`src/rtl/seg_pkg.sv`:
```
//------------------------------------------------------------------------------
// seg_pkg
// Shared constants for the multiplexed seven-segment scan controller:
// register offsets, SCAN register field positions, the active-low glyph
// table and a byte-enable merge helper.
// Revision: 1.0
//------------------------------------------------------------------------------
`default_nettype none

package seg_pkg;

  localparam logic [2:0] OFF_MASK = 3'd4;
  localparam logic [2:0] OFF_SCAN = 3'd5;

  // SCAN register layout: [19:0] divider, [31] enable
  localparam int SCAN_DIV_W  = 20;
  localparam int SCAN_EN_BIT = 31;

  // Active-low glyphs, bit6 = a ... bit0 = g. Packed so that GLYPH[n] is the
  // glyph for hex digit n (the highest index is listed first).
  localparam logic [15:0][6:0] GLYPH = {
    7'b0111000,  // F
    7'b0110000,  // E
    7'b1000010,  // d
    7'b0110001,  // C
    7'b1100000,  // b
    7'b0001000,  // A
    7'b0000100,  // 9
    7'b0000000,  // 8
    7'b0001111,  // 7
    7'b0100000,  // 6
    7'b0100100,  // 5
    7'b1001100,  // 4
    7'b0000110,  // 3
    7'b0010010,  // 2
    7'b1001111,  // 1
    7'b0000001   // 0
  };

  // Replace each byte lane of old_v whose enable bit is set with wd_v.
  function automatic logic [31:0] be_merge(input logic [31:0] old_v,
                                           input logic [31:0] wd_v,
                                           input logic [3:0]  be);
    logic [31:0] r;
    r = old_v;
    for (int i = 0; i < 4; i++) begin
      if (be[i]) r[8*i +: 8] = wd_v[8*i +: 8];
    end
    return r;
  endfunction

endpackage

`default_nettype wire

```
`src/rtl/seg7_decode.sv`:
```
//------------------------------------------------------------------------------
// seg7_decode
// Combinational nibble to active-low seven-segment decode with blank and
// decimal point.
//   nibble in  4  hex digit to show
//   blank  in  1  1 = all segments off
//   dp     in  1  1 = decimal point lit
//   seg    out 8  {dp, glyph[6:0]}, active-low
// Revision: 1.0
//------------------------------------------------------------------------------
`default_nettype none

module seg7_decode
  import seg_pkg::*;
(
  input  logic [3:0] nibble,
  input  logic       blank,
  input  logic       dp,
  output logic [7:0] seg
);

  always_comb begin
    seg = 8'hFF;
    if (!blank) seg = {~dp, GLYPH[nibble]};
  end

endmodule

`default_nettype wire

```
`src/rtl/seg_scan_ctrl.sv`:
```
//------------------------------------------------------------------------------
// seg_scan_ctrl
// Memory-mapped multiplexed seven-segment controller. Scans GROUPS groups of
// DIGITS common-select digits with a shared run-time divider.
//   CLK   in  1               clock
//   RST   in  1               synchronous active-high reset
//   WE    in  1               register write strobe
//   BE    in  4               byte enables for WD
//   ADDR  in  3               word offset (0..GROUPS-1 DATA, 4 MASK, 5 SCAN)
//   WD    in  32              write data
//   RD    out 32              read data (combinational)
//   seg_o out GROUPS*8        per group {dp,glyph}, active-low
//   sel_o out GROUPS*DIGITS   per group one-hot digit select, active-high
// Revision: 1.0
//------------------------------------------------------------------------------
`default_nettype none

module seg_scan_ctrl
  import seg_pkg::*;
#(
  parameter int GROUPS   = 2,
  parameter int DIGITS   = 4,
  parameter int SCAN_DIV = 50000
) (
  input  logic                       CLK,
  input  logic                       RST,
  input  logic                       WE,
  input  logic [3:0]                 BE,
  input  logic [2:0]                 ADDR,
  input  logic [31:0]                WD,
  output logic [31:0]                RD,
  output logic [GROUPS*8-1:0]        seg_o,
  output logic [GROUPS*DIGITS-1:0]   sel_o
);

  localparam int             IW   = (DIGITS > 1) ? $clog2(DIGITS) : 1;
  localparam int             DW   = 4 * DIGITS;
  localparam logic [IW-1:0]  LAST = IW'(DIGITS - 1);

  logic [GROUPS-1:0][DW-1:0]   data_all;
  logic [31:0]                 mask;
  logic [SCAN_DIV_W-1:0]       divider;
  logic [SCAN_DIV_W-1:0]       counter;
  logic                        enable;
  logic [IW-1:0]               idx;
  logic [IW-1:0]               idx_nx;
  logic                        advance;

  assign advance = enable && (counter == '0);
  assign idx_nx  = (idx == LAST) ? '0 : idx + 1'b1;

  // Control registers and the shared scan counter / digit index.
  always_ff @(posedge CLK) begin
    if (RST) begin
      mask    <= '0;
      divider <= SCAN_DIV_W'(SCAN_DIV);
      enable  <= 1'b1;
      counter <= SCAN_DIV_W'(SCAN_DIV);
      idx     <= LAST;
    end else begin
      if (WE && ADDR == OFF_MASK) mask <= be_merge(mask, WD, BE);
      if (WE && ADDR == OFF_SCAN) begin
        if (BE[0]) divider[7:0]   <= WD[7:0];
        if (BE[1]) divider[15:8]  <= WD[15:8];
        if (BE[2]) divider[19:16] <= WD[19:16];
        if (BE[3]) enable         <= WD[SCAN_EN_BIT];
      end
      // The reload uses the divider as it stands before any same-edge write,
      // so a divider write only matters from the following reload.
      if (advance) begin
        counter <= divider;
        idx     <= idx_nx;
      end else if (enable) begin
        counter <= counter - 1'b1;
      end
    end
  end

  generate
    for (genvar g = 0; g < GROUPS; g++) begin : g_grp
      logic [DW-1:0] data;
      logic [3:0]    nib;
      logic          blank;
      logic          dp;
      logic [7:0]    seg;

      // Latches sample the registers before any write on the advance edge,
      // so a coincident DATA/MASK write appears on the next visit.
      always_ff @(posedge CLK) begin
        if (RST) begin
          data  <= '0;
          nib   <= '0;
          blank <= 1'b0;
          dp    <= 1'b0;
        end else begin
          if (WE && ADDR == 3'(g)) data <= DW'(be_merge(32'(data), WD, BE));
          if (advance) begin
            nib   <= data[4*int'(idx_nx) +: 4];
            blank <= mask[g*4 + int'(idx_nx)];
            dp    <= mask[16 + g*4 + int'(idx_nx)];
          end
        end
      end

      assign data_all[g] = data;

      // Disabled display is forced dark through the blank input.
      seg7_decode u_dec (
        .nibble (nib),
        .blank  (blank | ~enable),
        .dp     (dp),
        .seg    (seg)
      );

      assign seg_o[8*g +: 8] = seg;

      for (genvar d = 0; d < DIGITS; d++) begin : g_dig
        assign sel_o[g*DIGITS + d] = enable && (idx == IW'(d));
      end
    end
  endgenerate

  always_comb begin
    RD = '0;
    for (int g = 0; g < GROUPS; g++) begin
      if (ADDR == 3'(g)) RD = 32'(data_all[g]);
    end
    if (ADDR == OFF_MASK) RD = mask;
    if (ADDR == OFF_SCAN) begin
      RD[SCAN_DIV_W-1:0] = divider;
      RD[SCAN_EN_BIT]    = enable;
    end
  end

endmodule

`default_nettype wire

```
`config.mk`:
```
export PLATFORM = sky130hd
export DESIGN_NAME = seg_scan_ctrl
export DESIGN_NICKNAME = d
export VERILOG_FILES = /design/src/rtl/seg_pkg.sv /design/src/rtl/seg7_decode.sv /design/src/rtl/seg_scan_ctrl.sv
export SDC_FILE = /design/constraint.sdc
export NUM_CORES = 1
export LEC_CHECK = 0
export CORE_MARGIN = 5
export CORE_UTILIZATION = 40
export DETAILED_ROUTE_END_ITERATION = 12
export PLACE_DENSITY_LB_ADDON = 0.15
export SLEW_MARGIN = 10
export SYNTH_ARGS = -nofsm -noshare
export SYNTH_HDL_FRONTEND = slang
export SYNTH_SLANG_ARGS = --single-unit
```
`constraint.sdc`:
```
create_clock -name CLK -period 9.6 [get_ports CLK]
set_input_delay 1.92 -clock CLK [delete_from_list [all_inputs] [get_ports CLK]]
set_output_delay 1.92 -clock CLK [all_outputs]
set_load 0.02 [all_outputs]
```
==> impl_metrics.tcl <==
set metrics [dict create \
    coreArea_um2 16600 \
    place.gp.congestion 0.820 \
    critPathCapture "RD[17]" \
    cp.arrival_ns 5.07 \
    finalPower_mw 1.30 \
    die_y_um 140 \
    tightest_slew_ns 1.24 \
    yosys.area.top_type_share_pct 39.3 \
    synth_cell_types 55 \
    skew_ns 0.00894 \
    setup_viol 0 \
    totalWireLength_um 19000 \
    cts_sinks 133 \
    synth_ff_type "dfxtp_1" \
    path_cells "clkdlybuf4s50_1 > nor2_1 > and2_1 > a22o_1 > clkdlybuf4s50_1" \
    synth_fp_nets 812 \
    dieArea_um2 19600 \
    rr_worst_depth 9 \
    grt_setup_unrepaired "no" \
    multi_input_area_um2 3760 \
    postRouteAntennaNets 0 \
    dr.pass1.iters 5 \
    drc_errors 0 \
    ys_seq_area_share_pct 39.3 \
    antenna_cells 0 \
    grt_pass1_wl_um 31100 \
    die-width_um 140 \
    dp_hpwl_um 13500 \
    hold_buffers 0 \
    cap_violations 0 \
    ys_warn_count 0 \
    cts_resized 0 \
    hold_slack_ns 0.455 \
    clk_latency_ns 0.42 \
    maxSlewViolCount 0 \
    grt_pass1_vias 5801 \
    io_buffers 97 \
    regArea_um2 2660 \
    initial_core_util_pct 40.8 \
    startpoint_type "input port" \
    path_class "in2out" \
    yosysTopAreaCell "dfxtp_1" \
    synth.area.top_cells "dfxtp_1 (39%), mux2i_1 (9.0%), mux4_2 (8.3%), nand2_1 (6.5%), a21oi_1 (3.7%)" \
    ir_drop_uv 127 \
    vias 5783 \
    drive_gt1_share_pct 9.62 \
    status "completed" \
    period_share_pct 72.9 \
    rrSetupSlack_ns 5.52 \
    nNetsFinal 879 \
    pre_cts_ws_ns 2.65 \
    critPathSlowestCell "clkdlybuf4s50_1" \
    clkSlewWorstSetupHoldPaths_ns 0.06 \
    grt_max_degree 112 \
    slowest_delay_ns 0.93 \
    final_util_pct 50.6 \
    crit_path_start "ADDR[0]" \
    syn_avg_cell_area_um2 9.00 \
    power_density_nw_per_um2 155 \
    endpoint_kind "output port" \
    timing.final.crit_period_ns 6.99 \
    path_buf_inv 2 \
    num_rows 47 \
    io_pins 98 \
    antenna_found_initial 1 \
    cts-root-buf "clkbuf_16" \
    relSlewSlack_pct 17.6 \
    synth_cells 752 \
    nFillCells 1527 \
    synth_most_common_cell "dfxtp_1" \
    synth_commonest_cells "dfxtp_1 (133), nand2_1 (118), mux2i_1 (61)" \
    syn-cell-area_um2 6770 \
    cp.required_ns 7.68 \
    htree_num_levels 4 \
    path_depth 5 \
    async_flop_share_pct 0 \
    finalHoldViolations 0 \
    cpLargestDelayFamily "buffers and inverters" \
    hold_path.class "reg2reg" \
    r2r-start "idx[0]" \
    setup_tns_ns 0 \
    ys_ff_latch 133 \
    cts_setup_buffers 0 \
    numCtsBuffers 17 \
    fin_ws_ns 2.61 \
    critPathMaxFanout 18 \
    grt_util_all_layers_pct 19.6 \
    p_leak_nw 3.36 \
    synth_edf_count 0 \
    crit_top_cell "clkdlybuf4s50_1" \
    fmax_mhz 143 \
    detail_route.wl_per_cell_um 18.1 \
    vias_per_cell 5.50 \
    grt_overflow 0 \
    cts_buffer_depth 2 \
    drt_iter0_markers 514 \
    syn_to_final_growth_pct 23.9 \
    cts_tree "built" \
]
## metrics by stage
step / std cells / instance area [um^2]
after floorplan: 752 / 6770
after global placement: 1020 / 7800
after detailed placement: 1020 / 7800
after CTS: 1052 / 8380
after global routing: 1052 / 8380
final: 1052 / 8380
## final cells by class
cell class | instances | area share, %
Tap cell | 220 | 3.28
Clock inverter | 14 | 1.79
Timing Repair Buffer | 103 | 12.1
Sequential cell | 133 | 31.8
Clock buffer | 18 | 5.12
Multi-Input combinational cell | 538 | 44.8
Inverter | 26 | 1.16
## layer usage
metal | global-route usage [%] | vias up | wire [um]
met5 | 0 | - | 13
met4 | 6.94 | 2 | 452
met3 | 4.46 | 34 | 998
met2 | 32.1 | 161 | 9050
met1 | 25.6 | 2804 | 8520
li1 | - | 2782 | -
## cells by family after synthesis
group,after synthesis,synth area share (%)
simple gates,291,20.9
fa+ha+maj,18,3.33
buf+inv,81,5.16
flops,133,39.3
compound gates,135,12.7
xor+xnor,2,0.259
mux,92,18.4
## power breakdown
group          leakage (nW)  total (mW)  switching (mW)  internal [mW]
clock network         0.277       0.640           0.256          0.384
registers              1.07       0.570         0.00927          0.561
logic                  2.00      0.0910          0.0500         0.0410
total                  3.36        1.30           0.315          0.986
## placed cells by master (no fill, tap or decap), types with 3 or more instances in the layout
| cell | n |
|---|---|
| a211oi_1 | 10 |
| a21o_1 | 3 |
| a21oi_1 | 50 |
| a221o_1 | 3 |
| a221oi_1 | 5 |
| a22o_1 | 6 |
| a22oi_1 | 3 |
| and2_1 | 7 |
| and3_1 | 19 |
| buf_4 | 7 |
| clkbuf_16 | 17 |
| clkdlybuf4s50_1 | 96 |
| clkinv_2 | 3 |
| clkinvlp_4 | 3 |
| dfxtp_1 | 133 |
| ha_1 | 18 |
| inv_1 | 23 |
| inv_6 | 4 |
| mux2_2 | 5 |
| mux2i_1 | 61 |
| mux4_2 | 25 |
| nand2_1 | 118 |
| nand2b_1 | 17 |
| nand3_1 | 16 |
| nand4_1 | 6 |
| nor2_1 | 56 |
| nor2b_1 | 23 |
| nor3_1 | 10 |
| nor4_1 | 3 |
| nor4b_1 | 4 |
| o211ai_1 | 5 |
| o21a_1 | 5 |
| o21ai_0 | 25 |
| o22ai_1 | 3 |
| o2bb2ai_1 | 8 |
## worst min path at each step
| stage | from | endpoint | slack [ns] | cells after the start |
|---|---|---|---|---|
| after CTS | mask[15] | mask[15] | 0.46 | 2 |
| after detailed placement | mask[15] | mask[15] | 0.45 | 2 |
| after global placement | mask[28] | mask[28] | 0.44 | 2 |
| after floorplan | mask[24] | mask[24] | 0.43 | 2 |
| final | mask[29] | mask[29] | 0.46 | 2 |
| after global routing | mask[15] | mask[15] | 0.47 | 2 |
## worst register-to-register path, cell delays in order, from the launching register on
cell and delay [ns]:
dfxtp_1 0.69, inv_1 0.19, ha_1 0.32, buf_4 0.25
mux4_2 0.59, nor4b_1 0.17, a31oi_1 0.80, clkinv_1 0.44
xnor2_1 0.23, a211o_1 0.30
No activity file was read; power rests on OpenSTA's default activity.
